<file path="src/rtl/dcf_frame_decoder_if.sv">
// Signal bundle between the DCF77 frame decoder and its tick source / time consumer.
// master drives tick and dcf_in; slave is the decoder.
interface dcf_frame_decoder_if;
  logic       tick;
  logic       dcf_in;
  logic [7:0] minute;
  logic [7:0] hour;
  logic       frame_valid;
  logic       locked;
  logic       err;
  logic [5:0] bit_idx;

  modport master (
    output tick, dcf_in,
    input  minute, hour, frame_valid, locked, err, bit_idx
  );

  modport slave (
    input  tick, dcf_in,
    output minute, hour, frame_valid, locked, err, bit_idx
  );
endinterface

</file>
<file path="src/rtl/dcf_frame_decoder.sv">
// DCF77 pulse classifier and minute-frame assembler; strobes decoded minute/hour on a good frame.
// Define DCF_PARITY_CHECK_EN to require even parity on the minute, hour and date fields.
module dcf_frame_decoder #(
  parameter int unsigned ZERO_MIN   = 5,
  parameter int unsigned ONE_MIN    = 15,
  parameter int unsigned ONE_MAX    = 25,
  parameter int unsigned MARK_MIN   = 150,
  parameter int unsigned LOSS_TICKS = 250
) (
  input logic                CLOCK_50,
  input logic                reset,
  dcf_frame_decoder_if.slave dcf
);

  typedef enum logic [1:0] {StSeek = 2'b00, StRecv = 2'b01} state_e;

  localparam logic [7:0] ZeroMin   = 8'(ZERO_MIN);
  localparam logic [7:0] OneMin    = 8'(ONE_MIN);
  localparam logic [7:0] OneMax    = 8'(ONE_MAX);
  localparam logic [7:0] MarkMin   = 8'(MARK_MIN);
  localparam logic [7:0] LossTicks = 8'(LOSS_TICKS);
  localparam logic [5:0] LastIdx   = 6'd59;
  localparam logic [5:0] LowBit    = 6'd20;

  // Bits below 20 carry no checked field, so only the checked span is kept.
`ifdef DCF_PARITY_CHECK_EN
  localparam logic [5:0] TopBit = 6'd58;
`else
  localparam logic [5:0] TopBit = 6'd34;
`endif

  logic                sync1_q, sync2_q, s_q;
  logic [7:0]          hi_cnt_q, hi_cnt_d;
  logic [7:0]          gap_cnt_q, gap_cnt_d, gap_inc;
  logic [7:0]          gap_lat_q, gap_lat_d;
  state_e              state_q, state_d;
  logic [5:0]          bit_idx_q, bit_idx_d;
  logic [TopBit:LowBit] frame_q, frame_d;
  logic [7:0]          minute_q, minute_d, hour_q, hour_d;
  logic                fv_q, fv_d, err_q, err_d;

  logic       rise, fall, pulse_valid, pulse_bad, bit_val, marker, loss;
  logic [3:0] min_u, hr_u;
  logic [2:0] min_t;
  logic [1:0] hr_t;
  logic       bcd_ok, par_ok, frame_ok;
  logic [7:0] min_bin, hr_bin;

  assign rise = dcf.tick & sync2_q & ~s_q;
  assign fall = dcf.tick & ~sync2_q & s_q;

  assign pulse_valid = fall && (hi_cnt_q >= ZeroMin) && (hi_cnt_q <= OneMax);
  assign pulse_bad   = fall && (hi_cnt_q > OneMax);
  assign bit_val     = (hi_cnt_q >= OneMin);
  assign marker      = (gap_lat_q >= MarkMin);

  assign gap_inc = (gap_cnt_q == 8'hFF) ? gap_cnt_q : gap_cnt_q + 8'd1;
  // Fires only on the tick that first reaches the threshold; saturation keeps it quiet after.
  assign loss    = dcf.tick && !pulse_valid && (gap_inc == LossTicks) && (gap_cnt_q != LossTicks);

  assign min_u = frame_q[24:21];
  assign min_t = frame_q[27:25];
  assign hr_u  = frame_q[32:29];
  assign hr_t  = frame_q[34:33];

  assign bcd_ok = frame_q[20] && (min_u <= 4'd9) && (min_t <= 3'd5) && (hr_u <= 4'd9) &&
                  ((hr_t < 2'd2) || ((hr_t == 2'd2) && (hr_u <= 4'd3)));

`ifdef DCF_PARITY_CHECK_EN
  assign par_ok = ~(^frame_q[28:21]) & ~(^frame_q[35:29]) & ~(^frame_q[58:36]);
`else
  assign par_ok = 1'b1;
`endif

  assign frame_ok = bcd_ok & par_ok;
  assign min_bin  = {5'd0, min_t} * 8'd10 + {4'd0, min_u};
  assign hr_bin   = {6'd0, hr_t} * 8'd10 + {4'd0, hr_u};

  always_comb begin
    hi_cnt_d  = hi_cnt_q;
    gap_cnt_d = gap_cnt_q;
    gap_lat_d = gap_lat_q;
    if (dcf.tick) begin
      if (sync2_q) begin
        hi_cnt_d = rise ? 8'd1 : ((hi_cnt_q == 8'hFF) ? hi_cnt_q : hi_cnt_q + 8'd1);
      end
      gap_cnt_d = pulse_valid ? 8'd0 : gap_inc;
      if (rise) begin
        gap_lat_d = gap_cnt_q;
      end
    end
  end

  always_comb begin
    state_d   = state_q;
    bit_idx_d = bit_idx_q;
    frame_d   = frame_q;
    minute_d  = minute_q;
    hour_d    = hour_q;
    fv_d      = 1'b0;
    err_d     = 1'b0;
    case (state_q)
      StSeek: begin
        if (pulse_valid && marker) begin
          bit_idx_d = 6'd1;
          state_d   = StRecv;
        end
      end
      StRecv: begin
        if (pulse_bad || loss) begin
          err_d     = 1'b1;
          state_d   = StSeek;
          bit_idx_d = 6'd0;
        end else if (pulse_valid) begin
          if (marker && (bit_idx_q == LastIdx)) begin
            if (frame_ok) begin
              fv_d     = 1'b1;
              minute_d = min_bin;
              hour_d   = hr_bin;
            end else begin
              err_d = 1'b1;
            end
            bit_idx_d = 6'd1;
          end else if (marker || (bit_idx_q == LastIdx)) begin
            err_d     = 1'b1;
            state_d   = StSeek;
            bit_idx_d = 6'd0;
          end else begin
            if ((bit_idx_q >= LowBit) && (bit_idx_q <= TopBit)) begin
              frame_d[bit_idx_q] = bit_val;
            end
            bit_idx_d = bit_idx_q + 6'd1;
          end
        end
      end
      default: begin
        state_d   = StSeek;
        bit_idx_d = 6'd0;
      end
    endcase
  end

  always_ff @(posedge CLOCK_50) begin
    if (reset) begin
      sync1_q   <= 1'b0;
      sync2_q   <= 1'b0;
      s_q       <= 1'b0;
      hi_cnt_q  <= 8'd0;
      gap_cnt_q <= 8'd0;
      gap_lat_q <= 8'd0;
      state_q   <= StSeek;
      bit_idx_q <= 6'd0;
      frame_q   <= '0;
      minute_q  <= 8'd0;
      hour_q    <= 8'd0;
      fv_q      <= 1'b0;
      err_q     <= 1'b0;
    end else begin
      sync1_q   <= dcf.dcf_in;
      sync2_q   <= sync1_q;
      if (dcf.tick) begin
        s_q <= sync2_q;
      end
      hi_cnt_q  <= hi_cnt_d;
      gap_cnt_q <= gap_cnt_d;
      gap_lat_q <= gap_lat_d;
      state_q   <= state_d;
      bit_idx_q <= bit_idx_d;
      frame_q   <= frame_d;
      minute_q  <= minute_d;
      hour_q    <= hour_d;
      fv_q      <= fv_d;
      err_q     <= err_d;
    end
  end

  assign dcf.minute      = minute_q;
  assign dcf.hour        = hour_q;
  assign dcf.frame_valid = fv_q;
  assign dcf.err         = err_q;
  assign dcf.locked      = (state_q == StRecv);
  assign dcf.bit_idx     = bit_idx_q;

endmodule

</file>
<file path="src/flat_wrapper.sv">
// flat-port wrapper written by rule: the top's interface ports become plain ports
module dcf_frame_decoder_flat 
#(
  parameter int unsigned ZERO_MIN   = 5,
  parameter int unsigned ONE_MIN    = 15,
  parameter int unsigned ONE_MAX    = 25,
  parameter int unsigned MARK_MIN   = 150,
  parameter int unsigned LOSS_TICKS = 250
)
  (CLOCK_50, reset, dcf_tick, dcf_dcf_in, dcf_minute, dcf_hour, dcf_frame_valid, dcf_locked, dcf_err, dcf_bit_idx);
  dcf_frame_decoder_if dcf_i ();
  input logic CLOCK_50;
  input logic reset;
  input wire logic [$bits(dcf_i.tick)-1:0] dcf_tick;
  input wire logic [$bits(dcf_i.dcf_in)-1:0] dcf_dcf_in;
  output wire logic [$bits(dcf_i.minute)-1:0] dcf_minute;
  output wire logic [$bits(dcf_i.hour)-1:0] dcf_hour;
  output wire logic [$bits(dcf_i.frame_valid)-1:0] dcf_frame_valid;
  output wire logic [$bits(dcf_i.locked)-1:0] dcf_locked;
  output wire logic [$bits(dcf_i.err)-1:0] dcf_err;
  output wire logic [$bits(dcf_i.bit_idx)-1:0] dcf_bit_idx;
  assign dcf_i.tick = dcf_tick;
  assign dcf_i.dcf_in = dcf_dcf_in;
  assign dcf_minute = dcf_i.minute;
  assign dcf_hour = dcf_i.hour;
  assign dcf_frame_valid = dcf_i.frame_valid;
  assign dcf_locked = dcf_i.locked;
  assign dcf_err = dcf_i.err;
  assign dcf_bit_idx = dcf_i.bit_idx;
  dcf_frame_decoder #(.ZERO_MIN(ZERO_MIN), .ONE_MIN(ONE_MIN), .ONE_MAX(ONE_MAX), .MARK_MIN(MARK_MIN), .LOSS_TICKS(LOSS_TICKS)) u_core (.CLOCK_50(CLOCK_50), .reset(reset), .dcf(dcf_i));
endmodule
</file>
<file path="config.mk">
export PLATFORM = sky130hd
export DESIGN_NAME = dcf_frame_decoder_flat
export DESIGN_NICKNAME = d
export VERILOG_FILES = /design/src/rtl/dcf_frame_decoder_if.sv /design/src/rtl/dcf_frame_decoder.sv /design/src/flat_wrapper.sv
export SDC_FILE = /design/constraint.sdc
export NUM_CORES = 1
export LEC_CHECK = 0
export CAP_MARGIN = 25
export CELL_PAD_IN_SITES_DETAIL_PLACEMENT = 1
export CELL_PAD_IN_SITES_GLOBAL_PLACEMENT = 1
export CORE_MARGIN = 8
export CORE_UTILIZATION = 43
export DETAILED_ROUTE_END_ITERATION = 8
export GPL_ROUTABILITY_DRIVEN = 0
export PLACE_DENSITY_LB_ADDON = 0.2
export RECOVER_POWER = 50
export SYNTH_ARGS = -nofsm -noshare
export SYNTH_HDL_FRONTEND = slang
export SYNTH_SLANG_ARGS = --single-unit
</file>
<file path="constraint.sdc">
create_clock -name CLOCK_50 -period 3.3 [get_ports CLOCK_50]
set_input_delay 0.33 -clock CLOCK_50 [delete_from_list [all_inputs] [get_ports CLOCK_50]]
set_output_delay 0.33 -clock CLOCK_50 [all_outputs]
set_load 0.01 [all_outputs]
</file>
==> impl_results.md <==
- Logic pwr share: 0.042
- Unique masters post-synth: 63
- CTS Buffer Depth: 2
- Filler cells: 971
- DP Wirelength: 6491 microns
- Syn avg cell area: 8.635 sq um
- Grt met1 use: 0.2179
- Top cells by instance count after synthesis: 63 x dfxtp_1, 50 x nor2_1, 29 x mux2i_1, 24 x nand3_1
- Clk_lat worst skew: 330 ps
- Register area: 0.001261 sq mm
- Post-CTS Repair Setup Buffers: 0
- Number of cell rows: 33
- Slew Limit Fails: 44
- Final period util: 0.8177
- Worst setup EP type: flip-flop
- Port bufs: 26
- Hold_ws: 442.9 ps
- First-pass GRT wire length: 15260 microns
- Most area-consuming cells after synthesis: dfxtp_1 36%, mux2i_1 8.3%, ha_1 5.7%
- Flops & latches, synth: 63
- Arr. time, crit path: 2900 ps
- DR vias/cell: 5.678
- Layout cells sized above 1: 0.06294
- Ports: 29
- Worst clock skew: 13.14 ps
- Failing checks: max-capacitance violations, max-slew violations
- RSZ-0062 raised after global routing: false
- Vias: 3032
- Asr flop ratio synth: 0
- Met2 usage: 0.2583
- Die area: 0.01127 sq mm
- Status: complete, but fails checks
- CTS root buf: clkbuf_8
- Initial antenna violation count: 0
- Area leader, netlist: dfxtp_1
- YS warnings: 0
- N_diodes: 0
- Die Wd: 106.2 microns
- Synth top area share: 0.3606
- Met3 global-route usage: 0.03327
- Finished Layout Cells: 534
- Synthesized area: 0.003497 sq mm
- Detailed Route Iter0 Violations: 97
- Buffers & Inverters on Critical Path: 1
- Total track usage: 0.1639
- Post-cts sizing count: 0
- CTS Buf Count: 9
- Total grt overflow: 0
- Core Footprint: 0.008051 sq mm
- Slowest stage delay, CP: 630 ps
- Clock tree sinks: 63
- Crit Path Category: reg -> reg
- TNS Setup: 0 ps
- Switching power of the nets: 346.5 uW
- Power Dens Cells: 375.7 mW/mm^2
- Maxcap violations: 1
- Register area share after synthesis: 0.3606
- Worst vdd ir: 0.1389 mV
- Largest net degree at the start of global routing: 44
- Cts hold-fix bufs: 0
- Area of the multi-input gates: 0.002063 sq mm
- CP max-delay cell: or4b_1
- Synthesized instance count: 405
- Slew headroom: -0.3457
- Clock power share: 0.439
- Worst Hold Class: reg -> reg
- Most used routing layer: met2
- CTS tree: yes
- Final nets: 446
- Endpoints failing setup: 0
- Flop pwr share: 0.519
- Max FO, Critical Path: 14
- Die outline height: 106.2 microns
- P_int: 1157 uW
- Top_reg_cell synth: dfxtp_1
- Router iterations before antenna repair: 4
- CTS H-tree lvls: 3
- Worst-path cell chain: ha_1, or4b_1, a21boi_1, nor3b_2, buf_4, and4_1, mux2i_1
- CP delay by family, top: simple AND/OR/NAND/NOR gates
- Drc violations: 0
- Final Hold Viols: 0
- Clock slew at reported path FFs: 70 ps
- Wire per inst: 16.63 microns
- Number of synthesized flops with an enable pin: 0
- Critical Path RT: 3500 ps
- Final wirelength: 8881 microns
- Leakage power: 0.001668 uW
- DP Cell Count: 518
- Most numerous cell in the Yosys netlist: dfxtp_1
- Startpoint types: flip-flop
- Fmax achieved: 370.6 MHz
- Initial core utilization: 0.4343
- Min Clock Period, post-route: 2698 ps
- Vias in the first global route: 3142
- Net Sw Frac: 0.2305
- Layout Area Growth over Synthesis: 14.42%
- Final antenna-violating net count: 0
- Slew @ Worst Pin: 2019 ps
==> kinds of logic after synthesis <==
family	after synthesis	synth area share
other	1	0.001072
muxes	29	0.08301
xor gates and xnor gates	12	0.03005
AOI/OAI and AO/OA	71	0.1463
adders and majority gates	18	0.06869
and+or+nand+nor	169	0.2597
buffers and inverters	42	0.05044
DFF	63	0.3606
==> path summary, 6_finish.rpt <==
| path | startpoint | end | slack [ps] | depth (start not counted) |
|---|---|---|---|---|
| worst min-delay path | u_core.sync1_q | u_core.sync2_q | 440 | 1 |
| worst max register to register | u_core.dcf.bit_idx[0] | u_core.frame_q[33] | 600 | 7 |
| worst max-delay path | u_core.dcf.bit_idx[0] | u_core.frame_q[33] | 600 | 7 |
| worst min register to register | u_core.sync1_q | u_core.sync2_q | 440 | 1 |
==> placed cells by master (no fill, tap or decap), drive strengths merged, types with 14 or more instances in the layout <==
cell type	Yosys	layout
a21oi	20	20
dfxtp	63	63
dlygate4sd3	0	23
ha	16	16
inv	19	19
mux2i	29	29
nand2	20	20
nand2b	14	14
nand3	24	24
nor2	50	50
==> sequential cells by signal, indices dropped and copies added (netlist names), 6 cells and up <==
| register | flops |
|---|---|
| u_core.dcf.bit_idx | 6 |
| u_core.frame_q | 14 |
| u_core.dcf.minute | 8 |
| u_core.dcf.hour | 6 |
| u_core.hi_cnt_q | 8 |
| u_core.gap_cnt_q | 8 |
| u_core.gap_lat_q | 7 |
==> per-layer routing <==
metal	part of all wire	wire length [microns]
met5	0	0
met4	0.0086	76
met3	0.042	369
met2	0.44	3882
met1	0.51	4552
==> layout make-up <==
class | count | share of cell area
Inverter | 19 | 0.01782
Clock inverter | 4 | 0.01126
Multi-Input combinational cell | 301 | 0.5156
Timing Repair Buffer | 30 | 0.07098
Clock buffer | 12 | 0.03627
Tap cell | 105 | 0.03283
Sequential cell | 63 | 0.3152
==> through the flow <==
step | area, sq um | utilization | power (uW) | worst slack (ps)
6_report | 4001 | 0.4970 | 1503 | 601.7
5_1_grt | 4001 | 0.4970 | 1566 | 489.8
4_1_cts | 4003 | 0.4971 | 1524 | 631.3
3_5_place_dp | 3812 | 0.4735 | 861.4 | 661.7
3_3_place_gp | 3812 | 0.4735 | 859.9 | 645.1
2_1_floorplan | 3501 | - | 839.1 | 1060
==> worst reg2reg max path, stage by stage (launching register included) <==
cell and delay [ps]:
dfxtp_1 620, ha_1 340, or4b_1 630, a21boi_1 280, nor3b_2 200, buf_4 190
and4_1 220, mux2i_1 110
==> power by group through the flow <==
stage,Sequential [uW],Combinational (uW),Clock (uW)
5_1_grt,781,70.4,715
4_1_cts,780,64.7,680
2_1_floorplan,793,46.6,0
6_report,780,63.1,660
3_3_place_gp,797,63.1,0
3_5_place_dp,797,64.2,0
No activity file was read; power rests on OpenSTA's default activity.
